===== src/rtl/lut_lookup_scheduler_if.sv =====
// Bundles the lookup request, config-write and response signals of lut_lookup_scheduler.
//   req_valid/req_index/req_ready : per-requester lookup handshake (req_ready is the grant)
//   cfg_we/cfg_addr/cfg_data      : table write port
//   rsp_valid/rsp_id/rsp_data/rsp_ready : registered response handshake
// modport master: the client side, which drives requests, config writes and rsp_ready.
// modport slave:  the scheduler.
interface lut_lookup_scheduler_if #(
    parameter int unsigned NREQ = 4,
    parameter int unsigned DW   = 4
);
    logic [NREQ-1:0]   req_valid;
    logic [2*NREQ-1:0] req_index;
    logic [NREQ-1:0]   req_ready;
    logic              cfg_we;
    logic [1:0]        cfg_addr;
    logic [DW-1:0]     cfg_data;
    logic              rsp_valid;
    logic [1:0]        rsp_id;
    logic [DW-1:0]     rsp_data;
    logic              rsp_ready;

    modport master (
        output req_valid, req_index, cfg_we, cfg_addr, cfg_data, rsp_ready,
        input  req_ready, rsp_valid, rsp_id, rsp_data
    );

    modport slave (
        input  req_valid, req_index, cfg_we, cfg_addr, cfg_data, rsp_ready,
        output req_ready, rsp_valid, rsp_id, rsp_data
    );
endinterface


===== src/rtl/lut_lookup_scheduler.sv =====
// Shares one 4-entry lookup table (2-bit index -> DW-bit value) among NREQ requesters.
// Requests are arbitrated round-robin; the winner's lookup result and ID are returned
// through a one-entry registered response stage with valid/ready backpressure.
// The module owns the table and is its only writer (via the cfg port).
// Ports:
//   clock_reset[0] : clock, rising edge
//   clock_reset[1] : reset, asynchronous, active-high
//   dif            : slave side of lut_lookup_scheduler_if (requests, config, response)
module lut_lookup_scheduler #(
    parameter int unsigned      NREQ       = 4,
    parameter int unsigned      DW         = 4,
    parameter logic [4*DW-1:0]  TABLE_INIT = 16'h4321
) (
    input  logic [1:0]               clock_reset,
    lut_lookup_scheduler_if.slave    dif
);

    typedef enum logic {StEmpty, StFull} state_e;

    logic clk;
    logic rst;
    assign clk = clock_reset[0];
    assign rst = clock_reset[1];

    state_e        state_q, state_d;
    logic [1:0]    ptr_q, ptr_d;
    logic [1:0]    rsp_id_q, rsp_id_d;
    logic [DW-1:0] rsp_data_q, rsp_data_d;
    logic [DW-1:0] table_q [4];
    logic [DW-1:0] table_d [4];

    logic          can_issue;
    logic          grant;
    logic [1:0]    win;
    logic [1:0]    cand;
    logic [1:0]    win_index;

    // rsp_ready feeds the grant combinationally so a full stage can drain and refill each cycle.
    assign can_issue = (state_q == StEmpty) | dif.rsp_ready;

    // Round-robin scan starting at ptr_q; 2-bit arithmetic provides the mod-4 wrap.
    always_comb begin
        grant = 1'b0;
        win   = 2'd0;
        cand  = 2'd0;
        for (int unsigned i = 0; i < NREQ; i++) begin
            cand = ptr_q + 2'(i);
            if (can_issue && !grant && dif.req_valid[cand]) begin
                grant = 1'b1;
                win   = cand;
            end
        end
    end

    assign win_index     = dif.req_index[{win, 1'b0} +: 2];
    assign dif.req_ready = grant ? (NREQ'(1) << win) : '0;

    always_comb begin
        state_d    = state_q;
        ptr_d      = ptr_q;
        rsp_id_d   = rsp_id_q;
        rsp_data_d = rsp_data_q;
        if (grant) begin
            state_d    = StFull;
            ptr_d      = win + 2'd1;
            rsp_id_d   = win;
            // Reads the pre-write table, so a same-cycle write to this entry returns old data.
            rsp_data_d = table_q[win_index];
        end else if (dif.rsp_ready) begin
            state_d = StEmpty;
        end
    end

    always_comb begin
        for (int unsigned k = 0; k < 4; k++) begin
            table_d[k] = table_q[k];
        end
        if (dif.cfg_we) begin
            table_d[dif.cfg_addr] = dif.cfg_data;
        end
    end

    always_ff @(posedge clk or posedge rst) begin
        if (rst) begin
            state_q    <= StEmpty;
            ptr_q      <= 2'd0;
            rsp_id_q   <= 2'd0;
            rsp_data_q <= '0;
            for (int unsigned k = 0; k < 4; k++) begin
                table_q[k] <= TABLE_INIT[k*DW +: DW];
            end
        end else begin
            state_q    <= state_d;
            ptr_q      <= ptr_d;
            rsp_id_q   <= rsp_id_d;
            rsp_data_q <= rsp_data_d;
            for (int unsigned k = 0; k < 4; k++) begin
                table_q[k] <= table_d[k];
            end
        end
    end

    assign dif.rsp_valid = (state_q == StFull);
    assign dif.rsp_id    = rsp_id_q;
    assign dif.rsp_data  = rsp_data_q;

endmodule


===== src/flat_wrapper.sv =====
// flat-port wrapper written by rule: the top's interface ports become plain ports
module lut_lookup_scheduler_flat 
#(
    parameter int unsigned      NREQ       = 4,
    parameter int unsigned      DW         = 4,
    parameter logic [4*DW-1:0]  TABLE_INIT = 16'h4321
)
  (clock_reset, dif_req_valid, dif_req_index, dif_cfg_we, dif_cfg_addr, dif_cfg_data, dif_rsp_ready, dif_req_ready, dif_rsp_valid, dif_rsp_id, dif_rsp_data);
  lut_lookup_scheduler_if #(.NREQ(NREQ), .DW(DW)) dif_i ();
  input  logic [1:0] clock_reset;
  input wire logic [$bits(dif_i.req_valid)-1:0] dif_req_valid;
  input wire logic [$bits(dif_i.req_index)-1:0] dif_req_index;
  input wire logic [$bits(dif_i.cfg_we)-1:0] dif_cfg_we;
  input wire logic [$bits(dif_i.cfg_addr)-1:0] dif_cfg_addr;
  input wire logic [$bits(dif_i.cfg_data)-1:0] dif_cfg_data;
  input wire logic [$bits(dif_i.rsp_ready)-1:0] dif_rsp_ready;
  output wire logic [$bits(dif_i.req_ready)-1:0] dif_req_ready;
  output wire logic [$bits(dif_i.rsp_valid)-1:0] dif_rsp_valid;
  output wire logic [$bits(dif_i.rsp_id)-1:0] dif_rsp_id;
  output wire logic [$bits(dif_i.rsp_data)-1:0] dif_rsp_data;
  assign dif_i.req_valid = dif_req_valid;
  assign dif_i.req_index = dif_req_index;
  assign dif_i.cfg_we = dif_cfg_we;
  assign dif_i.cfg_addr = dif_cfg_addr;
  assign dif_i.cfg_data = dif_cfg_data;
  assign dif_i.rsp_ready = dif_rsp_ready;
  assign dif_req_ready = dif_i.req_ready;
  assign dif_rsp_valid = dif_i.rsp_valid;
  assign dif_rsp_id = dif_i.rsp_id;
  assign dif_rsp_data = dif_i.rsp_data;
  lut_lookup_scheduler #(.NREQ(NREQ), .DW(DW), .TABLE_INIT(TABLE_INIT)) u_core (.clock_reset(clock_reset), .dif(dif_i));
endmodule

===== config.mk =====
export PLATFORM = sky130hd
export DESIGN_NAME = lut_lookup_scheduler_flat
export DESIGN_NICKNAME = d
export VERILOG_FILES = /design/src/rtl/lut_lookup_scheduler_if.sv /design/src/rtl/lut_lookup_scheduler.sv /design/src/flat_wrapper.sv
export SDC_FILE = /design/constraint.sdc
export NUM_CORES = 1
export LEC_CHECK = 0
export ABC_CLOCK_PERIOD_IN_PS = 3000
export CAP_MARGIN = 20
export CELL_PAD_IN_SITES_DETAIL_PLACEMENT = 1
export CELL_PAD_IN_SITES_GLOBAL_PLACEMENT = 1
export CORE_MARGIN = 8
export CORE_UTILIZATION = 39
export DETAILED_ROUTE_END_ITERATION = 16
export GPL_TIMING_DRIVEN = 0
export PLACE_DENSITY = 0.8
export REMOVE_ABC_BUFFERS = 1
export SLEW_MARGIN = 25
export SYNTH_ARGS = -nofsm -noshare
export SYNTH_HDL_FRONTEND = slang
export SYNTH_SLANG_ARGS = --single-unit

===== constraint.sdc =====
create_clock -name clock_reset -period 3 [get_ports clock_reset]
set_input_delay 0.6 -clock clock_reset [delete_from_list [all_inputs] [get_ports clock_reset]]
set_output_delay 0.6 -clock clock_reset [all_outputs]
set_load 0.005 [all_outputs]

==> reports/metrics.csv <==
metric,value,unit
ANT nets after route,0,
Top Layer Used,met4,
outcome,finished with violations,
grt total ovfl,0,
Rows,23,
RSZ-0062 raised after global routing,yes,
TritonCTS clock tree,done,
Worst EP arrival,2.45,ns
total core area,0.00394,mm²
# IOs,33,
Slew Limit Fails,0,
Final GP Congestion,0.843,
Sum Neg Setup Slack,-0.124,ns
DR iter-0 viols,109,
register-to-register path setup slack,0.08,ns
power density cells,907,mW/mm²
reg-to-reg endpoint,u_core.dif.rsp_data[0],
Vias/cell,5.67,
Critical path buffers and inverters,4,
final hold violations,0,
Die H,79.7,µm
Tot Pwr,2.20,mW
Worst Setup End Kind,output pin,
Final Critical Period,3.05,ns
clk slew on worst S/H paths,0.09,ns
Peak Freq,328,MHz
MaxCap Viol Count,0,
Post-Route WL,5840,µm
failing checks,setup timing,
layout cell share with drive strength beyond 1,0.403,
cells after synthesis,150,
Final period util,1.02,
Die Wd,79.7,µm
CP peak stage delay,0.46,ns
DRC,0,
met2 WL,3100,µm
first-pass GRT wire length,8910,µm
number of synthesized flops with an enable pin,0,
CP Max Fanout,7,
DR pass1 iterations,4,
worst hold margin,0.516,ns
Skew-Pair Late Insertion Delay,0.27,ns
post-synthesis register bit count,25,
initial antenna violation count,0,
DP Wirelength,3160,µm
Hold Crit Start,u_core.table_q[8],
Post-CTS Hold Buffers,0,
clock skew,0.00195,ns
"Area growth, synth to finish",53.5,%
largest net degree at the start of global routing,16,
ys async rst share,1.00,
# port buffers,31,
Initial Utilization,0.401,
final worst setup slack,-0.0531,ns
Hold Crit Class,register to register,
Vias,1565,
met3 WL post-DR,319,µm
Worst path slowest cell,dfrtp_2,
Leak,1.10,nW
DRT met1 WL,2120,µm
kind of cell adding the most delay to the critical path,compound AO/OA/AOI/OAI gates,
final core occ,0.616,
WP data required,2.40,ns
setup violators final,3,
worst vdd ir,485,µV
Slew @ Worst Pin,0.823,ns
placed cell area,0.00191,mm²
GR Util All Layers,0.189,
Most common cell on crit path,buf_6,
Worst Reg-to-Reg Cells,11,
crit path launch type,register,
number of global-route vias before repair,1951,
top_reg_cell synth,dfrtp_1,
Critical Setup Path Class,register to output pin,
diode count,0,
beginning of the worst register-to-register path,u_core.ptr_q[1],
Avg Inst Size Synth,10.5,µm²
average wire per standard cell,21.1,µm
cells along the critical path,buf_6 -> nor3b_2 -> a311o_1 -> a41o_1 -> a211oi_4 -> inv_2 -> buf_6 -> ha_4 -> and2_4 -> buf_6,
Ys Warns,0,
Nets,252,
Min-Delay Endpoint,u_core.table_q[8],
final non-filler cell area,0.00243,mm²
Hold Path Cell Cnt,1,
full die area,0.00635,mm²
post-synth cell types,42,
relative slew slack,0.450,
"Cell Area, Synth",0.00158,mm²
"Seq/Total Area, Yosys",0.400,
## placed cells by master, fill, tap and decap left out, types with 4 or more instances in the layout
cell type | netlist | routed
inv_1 | 6 | 29
clkdlybuf4s50_1 | 0 | 22
dfrtp_1 | 20 | 18
nand2_1 | 18 | 17
mux2_2 | 16 | 16
buf_4 | 0 | 16
clkbuf_8 | 0 | 6
a21oi_1 | 5 | 5
nand3b_1 | 5 | 5
buf_2 | 4 | 5
dfstp_2 | 5 | 5
mux2i_4 | 0 | 4
nand3_1 | 4 | 4
mux2i_1 | 10 | 4
buf_6 | 2 | 4
## flip-flops by register name, indices dropped and copies added (netlist names)
name	count
u_core.dif.rsp_data	4
u_core.dif.rsp_id	2
u_core.dif.rsp_valid	1
u_core.ptr_q	2
u_core.table_q	16
## synthesized netlist by cell type (2+ instances only)
library cell   n  area share
nand3_1        4       0.013
o32a_1         2       0.013
nand3b_1       5       0.024
dfstp_2        5       0.083
a21oi_1        5       0.016
ha_1           4       0.032
nor4_1         2      0.0079
mux2_2        16        0.11
and3_4         2       0.014
nand2_1       18       0.043
nor2b_1        2      0.0079
mux2i_1       10       0.063
o211ai_1       3       0.014
nor3_1         2      0.0063
a32oi_1        2       0.011
dfrtp_1       20        0.32
buf_6          2       0.014
o221ai_1       4       0.022
nor2_1         4      0.0095
buf_2          4       0.013
nor3b_1        2      0.0095
and2_1         4       0.016
nand2b_1       4       0.016
inv_1          6       0.014
## report_power, final
part / leakage (nW) / switching [mW] / internal [mW]
clock: 0.194 / 0.375 / 0.317
sequential: 0.288 / 0.0960 / 0.411
combinational: 0.620 / 0.459 / 0.545
total: 1.10 / 0.930 / 1.27
## final cells by class
class / instances / area [µm²]
fillers: 446 / 1520
multi-input cells: 112 / 1050
flip-flops and latches: 25 / 634
repair buffers: 51 / 449
clock inverters: 27 / 129
clock buffers: 6 / 82.6
well taps: 50 / 62.6
inverters: 5 / 18.8
## worst max-delay path by stage
stage | startpoint | endpoint | cells past startpoint
after floorplan | u_core.ptr_q[1] | dif_req_ready[0] | 7
after global placement | dif_req_valid[1] | dif_req_ready[1] | 9
after detailed placement | dif_req_valid[3] | dif_req_ready[0] | 9
after CTS | u_core.ptr_q[1] | dif_req_ready[2] | 9
after global routing | u_core.ptr_q[1] | dif_req_ready[1] | 10
final | u_core.ptr_q[1] | dif_req_ready[1] | 10
## metrics by stage
stage | worst slack, ns | cells
2_1_floorplan | 0.299 | 143
3_3_place_gp | -0.945 | 224
3_5_place_dp | -1.00 | 224
4_1_cts | -0.0262 | 272
5_1_grt | -0.161 | 276
6_report | -0.0531 | 276
## worst reg2reg max path: stages (launching register included)
cell      delay, ns
dfrtp_2        0.48
buf_6          0.16
mux2i_4        0.20
o32a_1         0.38
buf_4          0.15
buf_4          0.13
a21oi_1        0.16
a21oi_1        0.07
or3_1          0.33
a32oi_1        0.26
nand2b_1       0.30
o221ai_1       0.18
## per-layer routing
layer  up-vias  global-route usage
met2        74               0.322
met1       760               0.161
li1        703                   -
met5         -                   0
met3        28              0.0574
met4         0               0.219
## kinds of logic (layout without fill, tap and decap cells)
| group | Yosys count | in the layout | share of synthesized area |
|---|---|---|---|
| buf+inv | 13 | 89 | 0.0435 |
| simple gates | 54 | 54 | 0.199 |
| fa+ha+maj | 4 | 4 | 0.0316 |
| mux | 27 | 27 | 0.187 |
| flops | 25 | 25 | 0.400 |
| compound gates | 27 | 27 | 0.140 |
## repair_timing
action / 4_1_cts / 5_1_grt
pin swaps: 11 / 12
buffers inserted: 16 / 5
endpoints found under the setup margin: 8 / 5
resized for setup: 55 / 20
Note: power is estimated with default switching activity, not from simulation.
